--- config.mk ---
export PLATFORM = sky130hd
export DESIGN_NAME = imem_loader
export DESIGN_NICKNAME = d
export VERILOG_FILES = /design/src/rtl/imem_loader.sv
export SDC_FILE = /design/constraint.sdc
export NUM_CORES = 1
export LEC_CHECK = 0
export ABC_AREA = 1
export CAP_MARGIN = 20
export CORE_AREA = 2 2 114 61
export DETAILED_ROUTE_END_ITERATION = 10
export DIE_AREA = 0 0 116 63
export PLACE_DENSITY_LB_ADDON = 0.15
export SYNTH_ARGS = -nofsm -noshare
export SYNTH_HDL_FRONTEND = slang
export SYNTH_SLANG_ARGS = --single-unit
--- constraint.sdc ---
create_clock -name clk -period 4.6 [get_ports clk]
set_input_delay 0.69 -clock clk [delete_from_list [all_inputs] [get_ports clk]]
set_output_delay 0.69 -clock clk [all_outputs]
set_load 0.05 [all_outputs]
--- src/rtl/imem_loader.sv ---
// Byte-stream loader for the instruction memory: assembles little-endian 32-bit
// words, writes them word-aligned from BASE_ADDR, and holds the core in reset meanwhile.
module imem_loader #(
    parameter int unsigned DEPTH     = 64,
    parameter logic [31:0] BASE_ADDR = 32'h0000_0000
) (
    input  logic        clk,
    input  logic        rst_n,
    input  logic        start,
    input  logic        byte_valid,
    input  logic [7:0]  byte_data,
    output logic        byte_ready,
    output logic        we,
    output logic [31:0] wa,
    output logic [31:0] wd,
    output logic        busy,
    output logic        done,
    output logic        error,
    output logic [7:0]  word_count,
    output logic        cpu_reset_n,
    output logic [2:0]  state_dbg
);

    typedef enum logic [2:0] {
        S_IDLE  = 3'd0,
        S_HDR   = 3'd1,
        S_BYTES = 3'd2,
        S_WRITE = 3'd3,
        S_DONE  = 3'd4
    } state_t;

    state_t      state_q, state_d;
    logic [7:0]  n_q;
    logic [1:0]  k_q;
    logic [31:0] wd_q;
    logic [7:0]  wc_q;
    logic        err_q;
    logic        hdr_bad;

    // Handshake: a byte moves on a rising edge where byte_valid && byte_ready.
    // byte_ready is a function of state only, so it never depends on byte_valid.
    assign hdr_bad = ({24'd0, byte_data} > DEPTH);

    always_ff @(posedge clk or negedge rst_n) begin
        if (!rst_n) state_q <= S_IDLE;
        else        state_q <= state_d;
    end

    always_comb begin
        state_d    = state_q;
        byte_ready = 1'b0;
        we         = 1'b0;
        busy       = 1'b0;
        done       = 1'b0;
        case (state_q)
            S_IDLE: begin
                if (start) state_d = S_HDR;
            end
            S_HDR: begin
                byte_ready = 1'b1;
                busy       = 1'b1;
                if (byte_valid) begin
                    if ((byte_data == 8'd0) || hdr_bad) state_d = S_DONE;
                    else                                state_d = S_BYTES;
                end
            end
            S_BYTES: begin
                byte_ready = 1'b1;
                busy       = 1'b1;
                if (byte_valid && (k_q == 2'd3)) state_d = S_WRITE;
            end
            S_WRITE: begin
                we   = 1'b1;
                busy = 1'b1;
                if ((wc_q + 8'd1) == n_q) state_d = S_DONE;
                else                      state_d = S_BYTES;
            end
            S_DONE: begin
                done = 1'b1;
                if (start) state_d = S_HDR;
            end
            default: state_d = S_IDLE;
        endcase
    end

    always_ff @(posedge clk or negedge rst_n) begin
        if (!rst_n) begin
            n_q   <= 8'd0;
            k_q   <= 2'd0;
            wd_q  <= 32'd0;
            wc_q  <= 8'd0;
            err_q <= 1'b0;
        end else begin
            case (state_q)
                S_IDLE, S_DONE: begin
                    if (start) begin
                        wc_q  <= 8'd0;
                        err_q <= 1'b0;
                        k_q   <= 2'd0;
                    end
                end
                S_HDR: begin
                    if (byte_valid) begin
                        n_q   <= byte_data;
                        err_q <= hdr_bad;
                        k_q   <= 2'd0;
                    end
                end
                S_BYTES: begin
                    if (byte_valid) begin
                        wd_q[{k_q, 3'b000} +: 8] <= byte_data;
                        k_q                      <= k_q + 2'd1;
                    end
                end
                S_WRITE: wc_q <= wc_q + 8'd1;
                default: ;
            endcase
        end
    end

    // The word counter doubles as the word index, so the address tracks words written.
    assign wa          = we ? (BASE_ADDR + {22'd0, wc_q, 2'b00}) : 32'd0;
    assign wd          = wd_q;
    assign error       = err_q;
    assign word_count  = wc_q;
    assign cpu_reset_n = (state_q == S_DONE) && !err_q;
    assign state_dbg   = state_q;

endmodule

==> summary.md, run 1 <==
Before antenna repair, the detailed router went through 4 iterations. TritonCTS built the clock tree. For this run, the post-layout net count is 467.

The logs give 51.4% for the share of power burned in combinational logic and 55 for the pin count of the biggest net entering global routing. In this run, the number of DRC markers left after iteration 0 of detailed routing was 188. On the final layout, the worst clock skew is 0.00728 ns. Max-cap violations in this run came to 0. The worst hold path class was input pin to async pin. During synthesis, Yosys emitted a total of 0 warnings.

Buffers inserted to repair hold after CTS numbered 0. Including well taps, the total number of placed cells is 534. After global routing the overflow that remains totals 0.

IR analysis of the VDD net gives a maximum drop of 0.000420 V. The tools report the via count of the first global-routing pass as 2597. The logs give 2 for the maximum level of the CTS H-tree and 93 for the boundary pin count. The initial antenna violation count came out at 0.

Summed over all nets, the half-perimeter wirelength after detailed placement is 5930 µm. Clock power share: 18.3%. The clock net in this run drives a total of 54 sinks.

The average detailed-routed wire length per instance was 15.0 µm; the final-report setup violation count was 0. The tools report the endpoint kind of the worst setup timing path as an output pin. The worst pin sits at a relative slew slack of 47.7%. The maximum clock frequency was 325 MHz; the number of antenna-violating nets in the routed design was 0.

At the end of routability-driven placement, the weighted congestion stood at 0.853. The fraction of the mapped netlist area in simple logic gates is 26.2%, and the proportion of synthesized area in mux cells is 0%. The endpoint identified for the worst register-to-register timing path is wd[16]. The post-route netlist has 5.79% of its cells at a drive strength greater than 1. Setup repair after global routing left no endpoint under its margin. The horizontal die dimension was 116 µm; the cell-internal power was 1240 µW.

The floorplan has 21 rows. Data on the critical path arrives at its endpoint at 2.38 ns. Summing the areas of all compound-gate instances in the mapped netlist gives 13.2% of the synthesized area. The routed layout has 2737 vias. Counting distinct cell types in the post-synthesis netlist gives 27. The setup path with the least slack is of type flop to output pin. The root buffer cell chosen for the clock tree is sky130_fd_sc_hd__clkbuf_16. Of the total power, registers draw 30.3%. The nature of the critical path startpoint is a flop. The longest clock path from root to sink contains 2 buffers. The shortest clock period the worst path allows after layout is 3.07 ns, and the total of cells resized after clock tree synthesis is 0. The final count of hold timing violations is 0, and the area share of xor/xnor cells in the synthesized design is 0.291%.

For the max-slew violation count, the log shows 0. The logs give 0 for the number of remaining DRC errors and 3010 µm² for the cell area after technology mapping. The logs give 0.29 ns for the later-pin clock latency in the skew report and 0 ns for the post-route setup TNS.

Power spread over the standard cell area amounts to 623 nW/µm². The flow ran to the end, and the final reports show no timing, DRC or antenna violations. The global-route usage over all layers came out at 23.0%. 0 antenna diodes ended up in the layout. The area of the placeable core is 6360 µm², and the total chip power is 2400 µW. For the die outline area, the log shows 7310 µm².

The library cell used most frequently in the layout, excluding fill and tap cells, is sky130_fd_sc_hd__nand2_1. In this run the critical register-to-register path is launched from k_q[0]. The library cells used most frequently in the layout, excluding fill and tap cells, are sky130_fd_sc_hd__nand2_1 (81), sky130_fd_sc_hd__clkdlybuf4s50_1 (67), sky130_fd_sc_hd__dfrtp_1 (54), sky130_fd_sc_hd__inv_1 (43), sky130_fd_sc_hd__o21ai_0 (40). The worst reg-to-reg path cell count was 6; the first-pass GRT wire length was 13200 µm.

In this run the static leakage power is 0.00187 µW. Once the floorplan was initialized, standard cells occupied 47.3% of the core. Of all nets on the critical path, the largest fanout is 15. For this block, the routed nets add up to 8090 µm of wire. Clock tree synthesis inserted a total of 5 buffers. Averaged over all synthesized cells, the footprint is 7.88 µm². The actual transition at the worst max-transition pin is 0.779 ns.

The dominant combinational cell family by area after synthesis is simple AND/OR/NAND/NOR gates. The worst hold margin came out at 0.504 ns. The launch point of the worst path was state_dbg[2].

The count of cells in the finished layout, fillers not included, comes to 541. The vertical die dimension was 63 µm. The tools report the gate count after technology mapping as 382. The fraction of the mapped netlist area in adder cells came out at 2.49%. The number of vias per cell after detailed routing was 5.06; the number of buffers added for setup after CTS was 0. Clock-pin slew was measured on the worst setup and hold paths at 0.07 ns. The switching fraction of total power was 48.2%. Counting flops and latches in the post-synthesis netlist gives 54.

Input and output buffers added on the ports amount to 68. The end point of the critical path was we. For this run, the share of the core covered by cells in the final layout is 60.5%.

Sequential elements use 44.9% of the synthesized area. The switching power total is 1160 µW, and the part of the cycle the worst path needs is 66.8%. The run gives 3.91 ns as the required time at the worst-slack endpoint. From synthesis to final layout, the design area changed by 27.8%. Setup slack on the worst reg-to-reg path comes out at 2.21 ns.
through the flow:
step	setup slack, ns	area, µm²
floorplan	1.93	3100
global placement	1.93	3680
detailed placement	1.84	3680
CTS	1.53	3850
global route	1.41	3850
finish	1.53	3850
routing by layer:
layer	up-vias	global-route usage (%)	routed length, µm
met2	103	30.4	3180
met1	1288	39.2	4320
li1	1341	-	-
met3	5	4.07	557
met4	0	2.83	35
met5	-	0	0
sequential cells by signal, summed over array words and instances, names as in the netlist:
| signal | flops |
|---|---|
| n_q | 8 |
| state_dbg | 3 |
| error | 1 |
| word_count | 8 |
| k_q | 2 |
| wd | 32 |
power by group through the flow:
stage	clock network (µW)	registers [µW]	logic, µW
2_1_floorplan	0	1030	551
3_3_place_gp	0	725	1200
3_5_place_dp	0	729	1220
4_1_cts	438	724	1230
5_1_grt	464	743	1330
6_report	439	725	1230
cells in the mapped netlist:
master,number,share of area (%)
sky130_fd_sc_hd__nand3b_1,2,0.50
sky130_fd_sc_hd__clkbuf_1,5,0.62
sky130_fd_sc_hd__nand2_2,6,1.2
sky130_fd_sc_hd__o22ai_1,6,1.2
sky130_fd_sc_hd__a21oi_2,2,0.58
sky130_fd_sc_hd__or2_2,1,0.21
sky130_fd_sc_hd__o31ai_1,8,2.0
sky130_fd_sc_hd__nor2_2,2,0.42
sky130_fd_sc_hd__conb_1,1,0.12
sky130_fd_sc_hd__o21bai_1,1,0.25
sky130_fd_sc_hd__nor2_4,2,0.75
sky130_fd_sc_hd__nand4_1,9,1.9
sky130_fd_sc_hd__nand3_2,2,0.67
sky130_fd_sc_hd__inv_1,43,5.4
sky130_fd_sc_hd__xnor2_1,1,0.29
sky130_fd_sc_hd__nand3_1,39,6.5
sky130_fd_sc_hd__a21oi_1,3,0.50
sky130_fd_sc_hd__dfrtp_1,54,45
sky130_fd_sc_hd__buf_2,2,0.33
sky130_fd_sc_hd__o21a_1,8,2.0
sky130_fd_sc_hd__inv_2,2,0.25
sky130_fd_sc_hd__nor3_1,2,0.33
sky130_fd_sc_hd__o21ai_0,40,6.6
sky130_fd_sc_hd__nor2_1,29,3.6
sky130_fd_sc_hd__ha_1,6,2.5
sky130_fd_sc_hd__nand2_1,81,10
sky130_fd_sc_hd__buf_4,25,6.2
logic make-up after synthesis:
logic type | after synthesis
adder cells (fa/ha/maj) | 6
AO/OA/AOI/OAI | 68
AND/OR/NAND/NOR | 175
buffers and inverters | 77
flip-flops | 54
other | 1
XOR/XNOR | 1
how the worst min path moves through the flow:
stage / to / slack (ns) / cells past startpoint
6_report: word_count[5] / 0.50 / 2
5_1_grt: n_q[6] / 0.52 / 2
4_1_cts: n_q[6] / 0.50 / 2
3_5_place_dp: n_q[6] / 0.48 / 2
3_3_place_gp: n_q[6] / 0.47 / 2
2_1_floorplan: error / 0.39 / 0
worst max-delay path, stage by stage, from the launching register on:
cell and delay (ns):
sky130_fd_sc_hd__dfrtp_1 0.43, sky130_fd_sc_hd__nor2_1 0.17, sky130_fd_sc_hd__nand2_1 0.33, sky130_fd_sc_hd__inv_1 0.31, sky130_fd_sc_hd__clkdlybuf4s50_1 0.85
final cells by class:
| type | count | area (µm²) |
|---|---|---|
| Clock buffer | 6 | 139 |
| Clock inverter | 1 | 30.0 |
| Fill cell | 606 | 2510 |
| Inverter | 45 | 169 |
| Multi-Input combinational cell | 274 | 1360 |
| Sequential cell | 54 | 1350 |
| Tap cell | 92 | 115 |
| Timing Repair Buffer | 69 | 683 |
Note: power is estimated with default switching activity, not from simulation.
==> run 2: changes to the inputs <==
CORE_AREA = 2 2 117 62   (was 2 2 114 61)
DIE_AREA = 0 0 119 64   (was 0 0 116 63)
clock period = 2.95 ns   (was 4.6 ns; I/O delays follow)
==> summary.md, run 2 (synthesized netlist as in run 1, its figures left out) <==
The synthesis-to-layout area growth was 27.7% (about the same). Pin count of the biggest net entering global routing: 55 (unchanged). The first-pass GRT wire length is 12000 µm (-9.2%). For the number of buffers added to fix hold violations after cts, the log shows 0 (unchanged). In this run the clock root is driven by a sky130_fd_sc_hd__clkbuf_16.

The count of buffers inserted at the top-level ports was 68 (unchanged); the remaining max-slew budget at the tightest pin was 53.2% (+5.5 points). The logs give 21 (unchanged) for the cell row count and 0 (unchanged) for the number of antenna-violating nets in the routed design. The part of the cycle the worst path needs was 92.3%; the average detailed-routed wire length per instance was 13.3 µm (-11%). The post-route setup TNS was 0 ns (unchanged). For the total chip power, the log shows 3640 µW (+52%). Maximum level of the CTS H-tree: 2 (unchanged). The library cells used most frequently in the layout, excluding fill and tap cells, are sky130_fd_sc_hd__nand2_1 (81), sky130_fd_sc_hd__clkdlybuf4s50_1 (66), sky130_fd_sc_hd__dfrtp_1 (54), sky130_fd_sc_hd__inv_1 (43), sky130_fd_sc_hd__o21ai_0 (40). The run gives 0.867 (+1.6%) as the final weighted congestion in routability-driven placement. The via count of the routed design came out at 2735 (-0.073%). The run gives 2.51 ns (-1.40 ns) as the required time at the worst-slack endpoint. TritonCTS built the clock tree.

The highest fanout seen on the critical path was 15 (unchanged); the arrival time at the worst endpoint was 2.28 ns (-0.10 ns). Later-pin clock latency in the skew report: 0.30 ns (about the same). The tools report the die outline area as 7620 µm² (+4.2%). The run gives 0.00189 µW (+0.67%) as the leakage power summed over all cells. The power density over the cells was 947 nW/µm² (+52%); the maximum vdd drop was 0.000516 V (+23%).

Shortest clock period the worst path allows after layout: 2.72 ns. The horizontal die dimension was 119 µm (+2.6%); the total half-perimeter wirelength after legalization and detailed placement was 5270 µm (-11%). The worst setup path is of the flop to output pin kind. The flip-flop count of the largest register, all copies and words added works out to 32 (unchanged).

The clock slew seen by the registers of the worst setup and hold paths came out at 0.07 ns (about the same). For the remaining global-route overflow, the log shows 0 (unchanged). The tools report the boundary pin count as 93 (unchanged).

The run gives 46.0% (-1.3 points) as the starting density of the core. The run gives 7220 µm (-11%) as the overall routed net length. The clock buffer count from CTS was 5 (unchanged); the worst hold margin was 0.263 ns (-0.240 ns). The most common cell after layout, fill and taps aside was sky130_fd_sc_hd__nand2_1. The tools report the area of the placeable core as 6540 µm² (+2.9%).

The signal on the critical path passes through nor2_1, nand2_1, nor2_1, clkdlybuf4s50_1. The final worst slack is 0.228 ns (-1.30 ns). The longest individual stage delay on the worst path is 0.83 ns (-0.02 ns), and the actual transition at the worst max-transition pin is 0.702 ns (-0.0772 ns). The via count of the first global-routing pass is 2529 (-2.6%), and the global-route usage over all layers is 19.7% (-3.3 points). Among all stages on the critical path, the largest delay is contributed by sky130_fd_sc_hd__clkdlybuf4s50_1. The worst setup path is captured at an output pin.

The logs give 0 (unchanged) for the initial antenna violation count and 0 (unchanged) for the number of inserted diodes. Setup repair after global routing left no endpoint under its margin. The tools report the nature of the critical path startpoint as a flop. The number of vias per cell after detailed routing is 5.04 (-0.44%). For the buffer depth of the longest clock path, the log shows 2 (unchanged). The worst hold path class is input pin to async pin. The iteration-0 DRC count of the detailed router was 167 (-11%). For the final instance area, the log shows 3840 µm² (about the same). The number of remaining DRC errors is 0 (unchanged), and the number of violations of the max-capacitance limit is 0 (unchanged). The logs give 367 MHz for the maximum clock frequency and 0.438 ns (-1.40 ns) for the post-placement worst setup slack. Cell with the most instances on the worst path: sky130_fd_sc_hd__nor2_1. The proportion of layout cells with a drive suffix above 1 was 6.21% (+0.42 points). The vertical die dimension is 64 µm (+1.6%). The flow ran to the end, and the final reports show no timing, DRC or antenna violations.

The tools report the final-report setup violation count as 0 (unchanged). The logs give 609 (+0.50%) for the number of fillers in the final layout and 0 (unchanged) for the final count of hold timing violations. The run gives 0 (unchanged) as the max-slew violation count. The logs give 54 (unchanged) for the number of sinks on the clock net and 0 (unchanged) for the number of buffers added for setup after CTS. For the instance area at placement, the log shows 3690 µm² (+0.20%). The detailed-router iteration count before antenna repair is 4 (unchanged), and the final setup skew is 0.00357 ns (-0.00372 ns).

The post-layout net count came out at 468 (+0.21%).
-- run 2: where the power goes --
group / switching, µW / internal, µW
registers: 167 / 948
logic: 1320 / 585
clock network: 281 / 342
-- run 2: worst max-delay path, delay by kind of cell, from the launching register on --
family / cells / cell delay, ns
buffers and inverters: 1 / 0.83
AND/OR/NAND/NOR: 3 / 0.72
flip-flops: 1 / 0.42
-- run 2: layout make-up --
cell class	instances	area [µm²]	share of cell area, %
Clock buffer	6	139	3.61
Clock inverter	2	16.3	0.423
Inverter	45	169	4.39
Multi-Input combinational cell	274	1360	35.4
Sequential cell	54	1350	35.2
Tap cell	92	115	2.99
Timing Repair Buffer	70	693	18.0
-- run 2: through the flow --
stage               util (%)  cells
floorplan                  -    405
global placement        56.3    535
detailed placement      56.3    535
CTS                     58.7    543
global route            58.7    543
finish                  58.7    543
-- run 2: layer usage --
layer  wire length (µm)  vias up  share of wire, %  global-route usage, %
li1                   -     1343                 -                      -
met2               3150       95                44                   31.3
met4                 93        0               1.3                   4.91
met1               3460     1285                48                   27.4
met5                  0        -                 0                      0
met3                508       12               7.0                   4.82
-- run 2: path summary, 6_finish.rpt --
path	depth (start not counted)	endpoint	slack (ns)	start
worst max-delay path	4	wa[2]	0.23	state_dbg[2]
worst min-delay path	2	wd[20]	0.26	rst_n
max in group asynchronous	2	word_count[7]	2.20	rst_n
worst min register to register	1	wd[12]	0.50	wd[12]
min in group clk	1	wd[12]	0.50	wd[12]
worst max register to register	6	wd[20]	0.69	k_q[0]
-- run 2: what timing repair did --
action | 4_1_cts | 5_1_grt
hold endpoints to repair | 0 | 0
setup endpoints to repair | 0 | 1
resized for setup | 0 | 1
==> run 3: changes to the inputs <==
RECOVER_POWER = 50   (was not set)
==> summary.md, run 3 (synthesized netlist as in run 1, its figures left out) <==
The endpoint kind of the worst setup timing path is an output pin. Flip-flop count of the largest register, all copies and words added: 32 (unchanged). In this run the most critical hold path is launched from wd[10]. The tools report the clock root buffer as sky130_fd_sc_hd__clkbuf_16. The highest fanout seen on the critical path was 15 (unchanged); the final count of hold timing violations was 0 (unchanged). The routed length on met2 is 3170 µm (+0.60%), and the post-placement worst setup slack is 0.438 ns (unchanged).

The part of the cycle the worst path needs works out to 92.1% (-0.20 points). The via count of the first global-routing pass is 2529 (unchanged), and the area of the placeable core is 6540 µm² (unchanged). The met3 wire length was 465 µm (-8.5%). The synthesis-to-layout area growth is 27.3%. For the iteration-0 DRC count of the detailed router, the log shows 171 (+2.4%). The clock slew seen by the registers of the worst setup and hold paths was 0.07 ns (about the same). Highest layer used for signal routing: met4. The horizontal die dimension works out to 119 µm (unchanged). The clock buffer count from CTS was 5 (unchanged); the number of buffers added to fix hold violations after cts was 0 (unchanged). The path with the worst hold slack has its endpoint at wd[10].

Met1 wire length: 3510 µm (+1.4%). The run gives 0.000517 V (about the same) as the maximum vdd drop. The number of vias per cell after detailed routing was 5.07 (+0.62%); the number of violations of the max-capacitance limit was 0 (unchanged). For the final setup skew, the log shows 0.00325 ns (-0.000316 ns).

The count of buffers inserted at the top-level ports was 68 (unchanged). The cell count after placement came out at 535 (unchanged). Worst reg-to-reg path cell count: 6 (unchanged). Maximum level of the CTS H-tree: 2 (unchanged). The overall routed net length was 7240 µm (+0.32%); the remaining global-route overflow was 0 (unchanged). By instance count, the cell type seen most on the critical path is sky130_fd_sc_hd__nor2_1. The endpoint identified for the worst register-to-register timing path is wd[20]. The number of antenna-violating nets in the routed design came out at 0 (unchanged). For the post-route setup TNS, the log shows 0 ns (unchanged). Leaving out fill and tap cells, the most frequent cells in the layout are sky130_fd_sc_hd__nand2_1 (81), sky130_fd_sc_hd__clkdlybuf4s50_1 (57), sky130_fd_sc_hd__dfrtp_1 (54), sky130_fd_sc_hd__inv_1 (43), sky130_fd_sc_hd__o21ai_0 (40). Setup repair after global routing left no endpoint under its margin. The average detailed-routed wire length per instance was 13.3 µm (+0.32%); the post-layout net count was 468 (unchanged). The non-filler instance count after layout was 543 (unchanged); the total half-perimeter wirelength after legalization and detailed placement was 5270 µm (unchanged). The number of sinks on the clock net was 54 (unchanged). Broken down by cell family, the worst path's largest delay share belongs to buffers and inverters. Shortest clock period the worst path allows after layout: 2.72 ns (-0.00579 ns).

For the remaining max-slew budget at the tightest pin, the log shows 10.9% (-42 points). TritonCTS built the clock tree. The worst hold path class is flop to flop.

The run gives 19.7% (unchanged) as the global-route usage over all layers. The number of fillers in the final layout was 610 (+0.16%); the boundary pin count was 93 (unchanged). The setup path with the least slack is of type flop to output pin.

The power density over the cells works out to 945 nW/µm² (-0.20%). The run finished with clean final reports. The setup slack of the worst register-to-register path was 0.68 ns (about the same); the max-slew violation count was 0 (unchanged). The final worst slack came out at 0.233 ns (+0.00579 ns).

The count of buffering cells on the critical path with inverters included came out at 1 (unchanged). Traced cell by cell, the critical path runs through nor2_1, nand2_1, nor2_1, clkdlybuf4s50_1. Maximum clock frequency: 368 MHz (+0.21%). The tools report the nature of the critical path startpoint as a flop.

The cell depth of the worst min-delay path works out to 1. The initial antenna violation count is 0 (unchanged). The worst-path cell with the longest stage delay was sky130_fd_sc_hd__clkdlybuf4s50_1. The actual transition at the worst max-transition pin came out at 1.34 ns (+0.634 ns).

The logs give 0.29 ns (about the same) for the later-pin clock latency in the skew report and 0.867 (unchanged) for the final weighted congestion in routability-driven placement. The vertical die dimension was 64 µm (unchanged); the leakage power summed over all cells was 0.00190 µW (+0.94%). The tools report the pin count of the biggest net entering global routing as 55 (unchanged). Number of inserted diodes: 0 (unchanged). The longest individual stage delay on the worst path came out at 0.83 ns (about the same). The library cell used most frequently in the layout, excluding fill and tap cells, is sky130_fd_sc_hd__nand2_1. The die outline area is 7620 µm² (unchanged), and the first-pass GRT wire length is 12000 µm (unchanged).

The buffer depth of the longest clock path came out at 2 (unchanged). For the starting density of the core, the log shows 46.0% (unchanged). The run gives 5 (+1) as the detailed-router iteration count before antenna repair.

The via count of the routed design was 2752 (+0.62%); the proportion of layout cells with a drive suffix above 1 was 5.76% (-0.44 points). The required time at the worst-slack endpoint was 2.51 ns (about the same); the number of remaining DRC errors was 0 (unchanged). The cell row count is 21 (unchanged), and the arrival time at the worst endpoint is 2.27 ns (about the same). The origin of the critical flop-to-flop path was k_q[0]. Final-report setup violation count: 0 (unchanged).
[run 3: area by class of cell]
cell class                      count  area, µm²  area share (%)
Inverter                           45        169            4.41
Tap cell                           92        115            3.00
Multi-Input combinational cell    274       1350            35.3
Clock inverter                      2       16.3           0.424
Sequential cell                    54       1350            35.2
Clock buffer                        6        139            3.62
Timing Repair Buffer               70        691            18.0
[run 3: timing repair]
item / CTS / global route
buffers inserted: 0 / 0
gates resized for setup: 0 / 1
setup endpoints to repair: 0 / 1
[run 3: routing by layer]
layer,GRT usage (%),vias to the layer above
met5,0,-
met4,4.91,0
met3,4.82,12
met2,31.3,97
met1,27.4,1298
li1,-,1345
[run 3: per-stage QoR]
| stage | utilization [%] | hold slack [ns] | power, µW | cell area, µm² |
|---|---|---|---|---|
| 2_1_floorplan | - | 0.147 | 2470 | 3100 |
| 3_3_place_gp | 56.3 | 0.477 | 3000 | 3690 |
| 3_5_place_dp | 56.3 | 0.478 | 3030 | 3690 |
| 4_1_cts | 58.7 | 0.295 | 3660 | 3840 |
| 5_1_grt | 58.6 | 0.516 | 3840 | 3830 |
| 6_report | 58.6 | 0.496 | 3620 | 3830 |
[run 3: worst max-delay path by stage]
stage | from | to | depth (start not counted)
after CTS | state_dbg[2] | we | 4
after detailed placement | state_dbg[2] | we | 4
after global placement | state_dbg[2] | we | 4
after global routing | state_dbg[2] | wa[2] | 4
final | state_dbg[2] | wa[2] | 4
after floorplan | state_dbg[1] | cpu_reset_n | 3
[run 3: where the power goes]
group | total, µW | switching (µW) | internal [µW] | leakage (µW)
clock | 623 | 281 | 342 | 0.0000735
sequential | 1110 | 166 | 948 | 0.000712
combinational | 1880 | 1310 | 570 | 0.00112
[run 3: worst register-to-register path: stages, from the launching register on]
cell and delay [ns]:
sky130_fd_sc_hd__dfrtp_1 0.58, sky130_fd_sc_hd__inv_1 0.30, sky130_fd_sc_hd__ha_1 0.42, sky130_fd_sc_hd__nand2_1 0.20, sky130_fd_sc_hd__nor2_1 0.48, sky130_fd_sc_hd__nand3_1 0.14, sky130_fd_sc_hd__nand2_1 0.10
